==> src/rtl/slice_queue_pkg.sv <==
// Shared decompressor slice definitions. The distributor and the parsers use
// the same field widths and entry layout.
package slice_queue_pkg;

    localparam int unsigned DATA_W  = 144;
    localparam int unsigned POS_W   = 16;
    localparam int unsigned ADDR_W  = 17;
    localparam int unsigned GARB_W  = 3;
    localparam int unsigned LIT_W   = 1;
    localparam int unsigned ENTRY_W = DATA_W + POS_W + ADDR_W + GARB_W + LIT_W;

    // One queue entry: all five fields are stored and read as a single word
    typedef struct packed {
        logic [LIT_W-1:0]  lit_flag;
        logic [GARB_W-1:0] garbage;
        logic [ADDR_W-1:0] address;
        logic [POS_W-1:0]  position;
        logic [DATA_W-1:0] data;
    } slice_t;

endpackage

==> src/rtl/slice_queue_if.sv <==
// Parser-to-queue-to-distributor bus. Master is the parser/distributor side;
// slave is the queue.
interface slice_queue_if
    import slice_queue_pkg::*;
#(
    parameter int unsigned DEPTH = 16
) ();

    localparam int unsigned CNT_W = $clog2(DEPTH) + 1;

    logic              flush;
    logic              wrreq;
    logic [DATA_W-1:0] data_in;
    logic [POS_W-1:0]  position_in;
    logic [ADDR_W-1:0] address_in;
    logic [GARB_W-1:0] garbage_in;
    logic [LIT_W-1:0]  lit_flag_in;
    logic              almost_full;
    logic              full;

    logic              valid_out;
    logic              rdreq;
    logic [DATA_W-1:0] data_out;
    logic [POS_W-1:0]  position_out;
    logic [ADDR_W-1:0] address_out;
    logic [GARB_W-1:0] garbage_out;
    logic [LIT_W-1:0]  lit_flag_out;

    logic [CNT_W-1:0]  count;
    logic              overflow;
    logic              underflow;

    modport master (
        output flush, wrreq, data_in, position_in, address_in, garbage_in,
               lit_flag_in, rdreq,
        input  almost_full, full, valid_out, data_out, position_out,
               address_out, garbage_out, lit_flag_out, count, overflow,
               underflow
    );

    modport slave (
        input  flush, wrreq, data_in, position_in, address_in, garbage_in,
               lit_flag_in, rdreq,
        output almost_full, full, valid_out, data_out, position_out,
               address_out, garbage_out, lit_flag_out, count, overflow,
               underflow
    );

endinterface

==> src/rtl/slice_ram.sv <==
// Slice storage: DEPTH x ENTRY_W simple dual-port, synchronous write and
// asynchronous read. Contents are deliberately not reset.
module slice_ram
    import slice_queue_pkg::*;
#(
    parameter int unsigned DEPTH = 16,
    parameter int unsigned PTR_W = $clog2(DEPTH)
) (
    input  logic             clk,
    input  logic             i_we,
    input  logic [PTR_W-1:0] i_waddr,
    input  slice_t           i_wdata,
    input  logic [PTR_W-1:0] i_raddr,
    output slice_t           o_rdata
);

    logic [ENTRY_W-1:0] r_mem [DEPTH];

    always_ff @(posedge clk) begin
        if (i_we) begin
            r_mem[i_waddr] <= i_wdata;
        end
    end

    assign o_rdata = slice_t'(r_mem[i_raddr]);

endmodule

==> src/rtl/slice_queue.sv <==
// First-word-fall-through slice queue between the 1st-level parser and the
// distributor, with almost-full back-pressure and sticky error flags.
module slice_queue
    import slice_queue_pkg::*;
#(
    parameter int unsigned DEPTH        = 16,
    parameter int unsigned AFULL_MARGIN = 4
) (
    input  logic         clk,
    input  logic         rst_n,
    slice_queue_if.slave bus
);

    localparam int unsigned PTR_W = $clog2(DEPTH);
    localparam int unsigned CNT_W = PTR_W + 1;
    localparam logic [CNT_W-1:0] FULL_LVL  = CNT_W'(DEPTH);
    localparam logic [CNT_W-1:0] AFULL_LVL = CNT_W'(DEPTH - AFULL_MARGIN);

    logic [PTR_W-1:0] r_wr_ptr;
    logic [PTR_W-1:0] r_rd_ptr;
    logic [CNT_W-1:0] r_count;
    logic             r_overflow;
    logic             r_underflow;

    logic             w_full;
    logic             w_afull;
    logic             w_valid;
    logic             w_wr_en;
    logic             w_rd_en;
    slice_t           w_wr_slice;
    slice_t           w_rd_slice;

    // Status is decoded from the count register only, so no request input
    // ever reaches valid_out/full combinationally.
    assign w_full  = (r_count == FULL_LVL);
    assign w_afull = (r_count >= AFULL_LVL);
    assign w_valid = (r_count != '0);

    // Reset and flush gate the enables so the RAM is never written then
    assign w_wr_en = rst_n & ~bus.flush & bus.wrreq & ~w_full;
    assign w_rd_en = rst_n & ~bus.flush & bus.rdreq & w_valid;

    assign w_wr_slice.data     = bus.data_in;
    assign w_wr_slice.position = bus.position_in;
    assign w_wr_slice.address  = bus.address_in;
    assign w_wr_slice.garbage  = bus.garbage_in;
    assign w_wr_slice.lit_flag = bus.lit_flag_in;

    slice_ram #(
        .DEPTH (DEPTH),
        .PTR_W (PTR_W)
    ) u_ram (
        .clk     (clk),
        .i_we    (w_wr_en),
        .i_waddr (r_wr_ptr),
        .i_wdata (w_wr_slice),
        .i_raddr (r_rd_ptr),
        .o_rdata (w_rd_slice)
    );

    always_ff @(posedge clk) begin
        if (!rst_n || bus.flush) begin
            r_wr_ptr    <= '0;
            r_rd_ptr    <= '0;
            r_count     <= '0;
            r_overflow  <= 1'b0;
            r_underflow <= 1'b0;
        end else begin
            if (w_wr_en) begin
                r_wr_ptr <= r_wr_ptr + PTR_W'(1);
            end
            if (w_rd_en) begin
                r_rd_ptr <= r_rd_ptr + PTR_W'(1);
            end
            case ({w_wr_en, w_rd_en})
                2'b10:   r_count <= r_count + CNT_W'(1);
                2'b01:   r_count <= r_count - CNT_W'(1);
                default: r_count <= r_count;
            endcase
            if (bus.wrreq && w_full) begin
                r_overflow <= 1'b1;
            end
            if (bus.rdreq && !w_valid) begin
                r_underflow <= 1'b1;
            end
        end
    end

    assign bus.full         = w_full;
    assign bus.almost_full  = w_afull;
    assign bus.valid_out    = w_valid;
    assign bus.count        = r_count;
    assign bus.overflow     = r_overflow;
    assign bus.underflow    = r_underflow;

    assign bus.data_out     = w_rd_slice.data;
    assign bus.position_out = w_rd_slice.position;
    assign bus.address_out  = w_rd_slice.address;
    assign bus.garbage_out  = w_rd_slice.garbage;
    assign bus.lit_flag_out = w_rd_slice.lit_flag;

endmodule

==> src/flat_wrapper.sv <==
// flat-port wrapper written by rule: the top's interface ports become plain ports
module slice_queue_flat import slice_queue_pkg::*;
#(
    parameter int unsigned DEPTH        = 16,
    parameter int unsigned AFULL_MARGIN = 4
)
  (clk, rst_n, bus_flush, bus_wrreq, bus_data_in, bus_position_in, bus_address_in, bus_garbage_in, bus_lit_flag_in, bus_rdreq, bus_almost_full, bus_full, bus_valid_out, bus_data_out, bus_position_out, bus_address_out, bus_garbage_out, bus_lit_flag_out, bus_count, bus_overflow, bus_underflow);
  slice_queue_if #(.DEPTH(DEPTH)) bus_i ();
  input  logic clk;
  input  logic rst_n;
  input wire logic [$bits(bus_i.flush)-1:0] bus_flush;
  input wire logic [$bits(bus_i.wrreq)-1:0] bus_wrreq;
  input wire logic [$bits(bus_i.data_in)-1:0] bus_data_in;
  input wire logic [$bits(bus_i.position_in)-1:0] bus_position_in;
  input wire logic [$bits(bus_i.address_in)-1:0] bus_address_in;
  input wire logic [$bits(bus_i.garbage_in)-1:0] bus_garbage_in;
  input wire logic [$bits(bus_i.lit_flag_in)-1:0] bus_lit_flag_in;
  input wire logic [$bits(bus_i.rdreq)-1:0] bus_rdreq;
  output wire logic [$bits(bus_i.almost_full)-1:0] bus_almost_full;
  output wire logic [$bits(bus_i.full)-1:0] bus_full;
  output wire logic [$bits(bus_i.valid_out)-1:0] bus_valid_out;
  output wire logic [$bits(bus_i.data_out)-1:0] bus_data_out;
  output wire logic [$bits(bus_i.position_out)-1:0] bus_position_out;
  output wire logic [$bits(bus_i.address_out)-1:0] bus_address_out;
  output wire logic [$bits(bus_i.garbage_out)-1:0] bus_garbage_out;
  output wire logic [$bits(bus_i.lit_flag_out)-1:0] bus_lit_flag_out;
  output wire logic [$bits(bus_i.count)-1:0] bus_count;
  output wire logic [$bits(bus_i.overflow)-1:0] bus_overflow;
  output wire logic [$bits(bus_i.underflow)-1:0] bus_underflow;
  assign bus_i.flush = bus_flush;
  assign bus_i.wrreq = bus_wrreq;
  assign bus_i.data_in = bus_data_in;
  assign bus_i.position_in = bus_position_in;
  assign bus_i.address_in = bus_address_in;
  assign bus_i.garbage_in = bus_garbage_in;
  assign bus_i.lit_flag_in = bus_lit_flag_in;
  assign bus_i.rdreq = bus_rdreq;
  assign bus_almost_full = bus_i.almost_full;
  assign bus_full = bus_i.full;
  assign bus_valid_out = bus_i.valid_out;
  assign bus_data_out = bus_i.data_out;
  assign bus_position_out = bus_i.position_out;
  assign bus_address_out = bus_i.address_out;
  assign bus_garbage_out = bus_i.garbage_out;
  assign bus_lit_flag_out = bus_i.lit_flag_out;
  assign bus_count = bus_i.count;
  assign bus_overflow = bus_i.overflow;
  assign bus_underflow = bus_i.underflow;
  slice_queue #(.DEPTH(DEPTH), .AFULL_MARGIN(AFULL_MARGIN)) u_core (.clk(clk), .rst_n(rst_n), .bus(bus_i));
endmodule
==> config.mk <==
export PLATFORM = sky130hd
export DESIGN_NAME = slice_queue_flat
export DESIGN_NICKNAME = d
export VERILOG_FILES = /design/src/rtl/slice_queue_pkg.sv /design/src/rtl/slice_queue_if.sv /design/src/rtl/slice_ram.sv /design/src/rtl/slice_queue.sv /design/src/flat_wrapper.sv
export SDC_FILE = /design/constraint.sdc
export NUM_CORES = 2
export LEC_CHECK = 0
export ABC_AREA = 1
export CAP_MARGIN = 20
export CORE_MARGIN = 3
export CORE_UTILIZATION = 55
export CTS_BUF_LIST = sky130_fd_sc_hd__clkbuf_8
export CTS_CLUSTER_SIZE = 12
export DETAILED_ROUTE_END_ITERATION = 10
export HOLD_SLACK_MARGIN = 0.1
export PLACE_DENSITY = 0.81
export SYNTH_ARGS = -nofsm -noshare
export SYNTH_HDL_FRONTEND = slang
export SYNTH_SLANG_ARGS = --single-unit
==> constraint.sdc <==
create_clock -name clk -period 10.4 [get_ports clk]
set_clock_uncertainty 0.2 [all_clocks]
set_input_delay 1.04 -clock clk [delete_from_list [all_inputs] [get_ports clk]]
set_output_delay 1.04 -clock clk [all_outputs]
set_load 0.03 [all_outputs]
* Word-level counts from Yosys, hierarchy flattened
Memory sizes are Yosys's and may differ from the RTL's. A register that Yosys moved wholly into a read port is not among the register bits.
Index checks and enable logic that the tools add are counted.
W data, S select, Z words.
** Word-level totals
- Register bits :: 15
- Latch bits :: 0
- RAM bits :: 2896
- Bits in read-only memories :: 0
- Output and inout port bits :: 191
- Logic and storage cells :: 33
- Memories kept :: 1
** Cells by class
- $add $sub $neg :: 4
- Multiply operators :: 0
- Div/mod/pow operators :: 0
- $lt $le $gt $ge :: 1
- Equality and inequality tests :: 3
- Shift operators :: 0
- Muxes and demuxes :: 5
- Bitwise operators :: 7
- Reduce and logical (&&, ||, !) cells :: 7
** Memory list
- u_core.u_ram.r_mem :: depth 16, width 181, read ports 1, clocked after Yosys merged registers in 1, wr ports 1, RTL line slice_ram.sv:17 : logic [ENTRY_W-1:0] r_mem [DEPTH];
** Operator list (number)
- $pmux W5 S2 :: 1
- $add A4 B1 Y4 const B :: 2
- $mux W4 :: 2
- $add A5 B1 Y5 const B :: 1
- $and A1 B1 Y1 :: 5
- $eq A5 B5 Y1 const B :: 1
- $ge A5 B4 Y1 const B :: 1
- $reduce_bool A5 Y1 :: 1
- $sub A5 B1 Y5 const B :: 1
- $eq A2 B1 Y1 const B :: 1
- $eq A2 B2 Y1 const B :: 1
- $logic_and A1 B1 Y1 :: 2
- $logic_not A1 Y1 :: 2
- $mux W1 :: 2
- $not A1 Y1 :: 2
- $reduce_bool A2 Y1 :: 1
- $logic_or A1 B1 Y1 :: 1

* Longest topological paths before layout
- Word-level depth :: 6
- Gate-level depth with buffers :: 17
- Depth with buffers taken out :: 16

* By module
Synthesis repeated with hierarchy kept, for this count alone.
** Second synthesis, totals
- Cells, all modules :: 10945
- Area, all modules :: 120840.9 µm²
** By module, submodules not included
- slice_ram :: times used 1, cells an instance 10821, area an instance 119900.0 µm², seq. area each 86963.4 µm²
- slice_queue :: times used 1, cells an instance 124, area an instance 940.9 µm², seq. area each 300.3 µm²

* Worst setup path after synthesis
Ideal clock, no wire load.
- Path kind :: input to register
- Start :: input bus_flush
- End :: memory u_core.u_ram.r_mem[11][0] (netlist name) (enable)
- Setup time :: 0.725 ns
- Data arrival time :: 9.269 ns
- Path slack :: 0.205 ns
- Cell stages on the path :: 7
- Buffers on the path :: 0
- Cells stage by stage :: inv_1 > nand2_1 > nor2_1 > nand2_1 > inv_1 > nand2_1 > nor2_1
** On the way
- Word-level cells in the longest chain between the ends :: 6
** Ends and longest elaborated chain
- from (decl) :: RTL line flat_wrapper.sv:11 : input wire logic [$bits(bus_i.flush)-1:0] bus_flush;
- $not A1 Y1 :: RTL line slice_queue.sv:40 : assign w_wr_en = rst_n & ~bus.flush & bus.wrreq & ~w_full;
- $and A1 B1 Y1 (3 in a row) :: RTL line slice_queue.sv:40
- $mux W1 :: RTL line slice_ram.sv:20 : if (i_we) begin
- $mux W1 (not written as such) :: RTL line slice_ram.sv:21 : r_mem[i_waddr] <= i_wdata;
- to (decl) :: RTL line slice_ram.sv:17
Every way passes these cells.

==> flow_metrics.env <==
export IMPL_crit_fanout=114
export IMPL_fillers=13900
export IMPL_hold_start="u_core.bus.overflow"
export IMPL_peakVddDrop_mv=0.123
export IMPL_drt_antenna_violating_nets=0
export IMPL_die_y_um=458
export IMPL_dominantRegCellSynth="edfxtp_1"
export IMPL_final_nets=8439
export IMPL_clkPwrFrac_pct=38.2
export IMPL_cts_hold_buf=0
export IMPL_core_um2=203000
export IMPL_cts_tree="yes"
export IMPL_p_sw_share_pct=21.3
export IMPL_wire_per_inst_um=25.4
export IMPL_status="finished clean"
export IMPL_r2r_setup_slack_ps=6240
export IMPL_post_cts_buffers=0
export IMPL_drc_errors=0
export IMPL_synth_ff_latch_count=2915
export IMPL_wirelength_mm=287
export IMPL_ys_warn_count=0
export IMPL_clkLatencyLatePin_ps=1050
export IMPL_crit_slowest_cell="buf_4"
export IMPL_worstPathRequired_ps=9160
export IMPL_critPathMostFrequentCell="buf_4"
export IMPL_grt_pass1_vias=71300
export IMPL_worst_pin_slew_ps=1370
export IMPL_via_per_inst=6.38
export IMPL_root_buffer="clkbuf_8"
export IMPL_synth_compound_area_share_pct=13.2
export IMPL_drv_slew=0
export IMPL_final_layout_size_suffix_gt1_share_pct=7.24
export IMPL_ff_latch_area_um2=87400
export IMPL_switching_power_uw=4700
export IMPL_hold_viol_final=0
export IMPL_fmax_mhz=133
export IMPL_power_leakage_uw=0.0405
export IMPL_cp_cell_sequence="buf_4 -> buf_4 -> buf_4 -> o21ai_0 -> o22ai_1 -> nor2_1 -> o22ai_1 -> clkdlybuf4s50_1"
export IMPL_p_int_uw=17300
export IMPL_period_share_pct=72.2
export IMPL_initial_core_util_pct=55.5
export IMPL_grt_pass1_wl_mm=427
export IMPL_grt_usage_pct=26.6
export IMPL_synth_area_top_cells="edfxtp_1 77%, o21ai_0 6.7%, nor2_1 5.2%"
export IMPL_min_to="u_core.bus.overflow"
export IMPL_hold_class="reg2reg"
export IMPL_netlist_area_um2=112000
export IMPL_crit_arrival_ps=6270
export IMPL_fp_dieW_um=458
export IMPL_first_iter_violations=10600
export IMPL_dr_pass1_iters=5
export IMPL_synth_cell_types=33
export IMPL_yosys_area_top_type_share_pct=77.4
export IMPL_dp_hpwl_mm=135
export IMPL_synthMuxAreaShare_pct=0.134
export IMPL_netlist_top_cells_count="2,896 x edfxtp_1, 1,568 x nor2_1, 1,513 x o21ai_0"
export IMPL_cts_made_buffers=445
export IMPL_critPathBufInv=4
export IMPL_grt_setup_unrepaired="false"
export IMPL_vias=72100
export IMPL_synthArstFlopShare_pct=0
export IMPL_max_stage_delay_ps=980
export IMPL_fin_tns_setup_ps=0
export IMPL_grt_max_degree=264
export IMPL_cts_path_max_buffers=4
export IMPL_place_congestion=0.774
export IMPL_p_comb_share_pct=3.0
export IMPL_synth_top_family_by_area="compound AO/OA/AOI/OAI gates"
export IMPL_finalPower_uw=22000
export IMPL_dieArea_um2=210000
export IMPL_hold_depth=2
export IMPL_syn_num_nets=8121
export IMPL_cp_start_kind="register"
export IMPL_relSlewSlack_pct=8.96
export IMPL_critPathCaptureType="primary output"
export IMPL_syn_inst=7928
export IMPL_crit_type="reg2out"
export IMPL_synth_xor_area_share_pct=0.0390
export IMPL_period_needed_ps=7510
export IMPL_synth_top_area_cell="edfxtp_1"
export IMPL_r2r_start="u_core.bus.count[1]"
export IMPL_cp_top_family="buffers and inverters"
export IMPL_synth_edf_count=2896
export IMPL_max_cap_viol_count=0
export IMPL_synth_fa_ha_area_share_pct=0.0780
export IMPL_synthToLayoutAreaGrowth_pct=12.0
export IMPL_synthSimpleGateAreaFrac_pct=6.22
export IMPL_io_pins=377
export IMPL_antenna_found_initial=50
export IMPL_ys_seq_area_share_pct=77.8
export IMPL_setup_violations=0
export IMPL_grt_overflow_total=0
export IMPL_port_buffers=376
export IMPL_rows=165
export IMPL_syn_mean_instance_area_um2=14.2
export IMPL_seqPwrFrac_pct=58.9
export IMPL_rr_worst_depth=8
export IMPL_r2r_end="u_core.u_ram.r_mem[5][68]"
export IMPL_synth_most_common_cell="edfxtp_1"
export IMPL_multi_input_area_um2=22200
export IMPL_htreeDepth=5
export IMPL_cts_resized=0
export IMPL_clk_pin_slew_ps=60
export IMPL_powerDensity_nw_per_um2=175
export IMPL_cts_sinks=2915
-- metal layers --
layer	global-route usage (%)	up-vias	share of wire, %
met1	35.1	35500	37
li1	-	31100	-
met3	5.14	683	11
met4	13.2	18	4.3
met5	0	-	0.041
met2	42.8	4828	48
-- layout by cell type (no fill, tap or decap), drive strengths merged, types with 4 or more instances in the layout --
master         instances
buf                   98
ha                     7
diode                 41
clkbuf               451
nand2                136
o22ai                450
nor3                   4
o221ai               340
clkdlybuf4s50        376
bufinv                 7
o31ai                  4
edfxtp              2896
xor2                   4
nor2                1568
clkinvlp               7
dfxtp                 19
o211ai                96
clkinv               170
inv                  188
a21oi                 14
a31oi                  6
mux2i                 15
o21ai               1622
nand3                102
nor3b                  5
-- power by group through the flow --
| stage | Combinational [uW] | Sequential [uW] | Clock (uW) |
|---|---|---|---|
| after global placement | 622 | 13200 | 0 |
| final | 658 | 13000 | 8410 |
| after floorplan | 294 | 13200 | 0 |
| after CTS | 653 | 13000 | 8480 |
| after global routing | 707 | 13000 | 9030 |
| after detailed placement | 649 | 13200 | 0 |
-- worst reg2reg max path: stages, from the launching register on --
cell and delay [ps]:
dfxtp_1 470, nor2_1 100, nand3_1 130, nand2_1 180
inv_1 210, nand2_1 260, nor2_4 690, buf_4 670
buf_4 850
-- flip-flops by register name, indices dropped and copies added, names as in the netlist, named ones only --
signal / count
u_core.u_ram.r_mem: 2896
u_core.r_wr_ptr: 4
u_core.bus.count: 5
u_core.bus.overflow: 1
u_core.r_rd_ptr: 4
u_core.bus.underflow: 1
-- per-stage QoR --
stage / instance area (um^2) / hold slack, ps / setup WS [ps] / std cells / util, %
4_1_cts: 126000 / 291 / 2900 / 11300 / 62.0
6_report: 126000 / 298 / 2890 / 11300 / 62.1
3_5_place_dp: 118000 / 260 / 4150 / 10500 / 58.2
2_1_floorplan: 112000 / 284 / 205 / 7928 / -
3_3_place_gp: 118000 / 256 / 4330 / 10500 / 58.2
5_1_grt: 126000 / 333 / 2480 / 11300 / 62.1
-- layout make-up --
| cell class | instances | area share [%] |
|---|---|---|
| Clock inverter | 341 | 1.24 |
| Timing Repair Buffer | 474 | 3.90 |
| Sequential cell | 2915 | 69.4 |
| Antenna cell | 41 | 0.0816 |
| Inverter | 31 | 0.116 |
| Clock buffer | 451 | 4.93 |
| Multi-Input combinational cell | 4379 | 17.6 |
| Tap cell | 2672 | 2.66 |
-- kinds of logic after synthesis --
| kind of cell | after synthesis |
|---|---|
| multiplexers | 15 |
| AND/OR/NAND/NOR | 1818 |
| flip-flops | 2915 |
| buffers and inverters | 634 |
| adder cells (fa/ha/maj) | 7 |
| AO/OA/AOI/OAI | 2534 |
| XOR/XNOR | 5 |
-- how the worst max path moves through the flow --
stage / startpoint / to / slack, ps / depth (start not counted)
2_1_floorplan: bus_flush / u_core.u_ram.r_mem[11][0] / 210 / 7
3_3_place_gp: register / bus_data_out[102] / 4330 / 8
6_report: register / bus_data_out[86] / 2890 / 8
4_1_cts: register / bus_data_out[86] / 2900 / 8
5_1_grt: register / bus_data_out[69] / 2480 / 8
3_5_place_dp: register / bus_data_out[115] / 4150 / 8
Note: power is estimated with default switching activity, not from simulation.
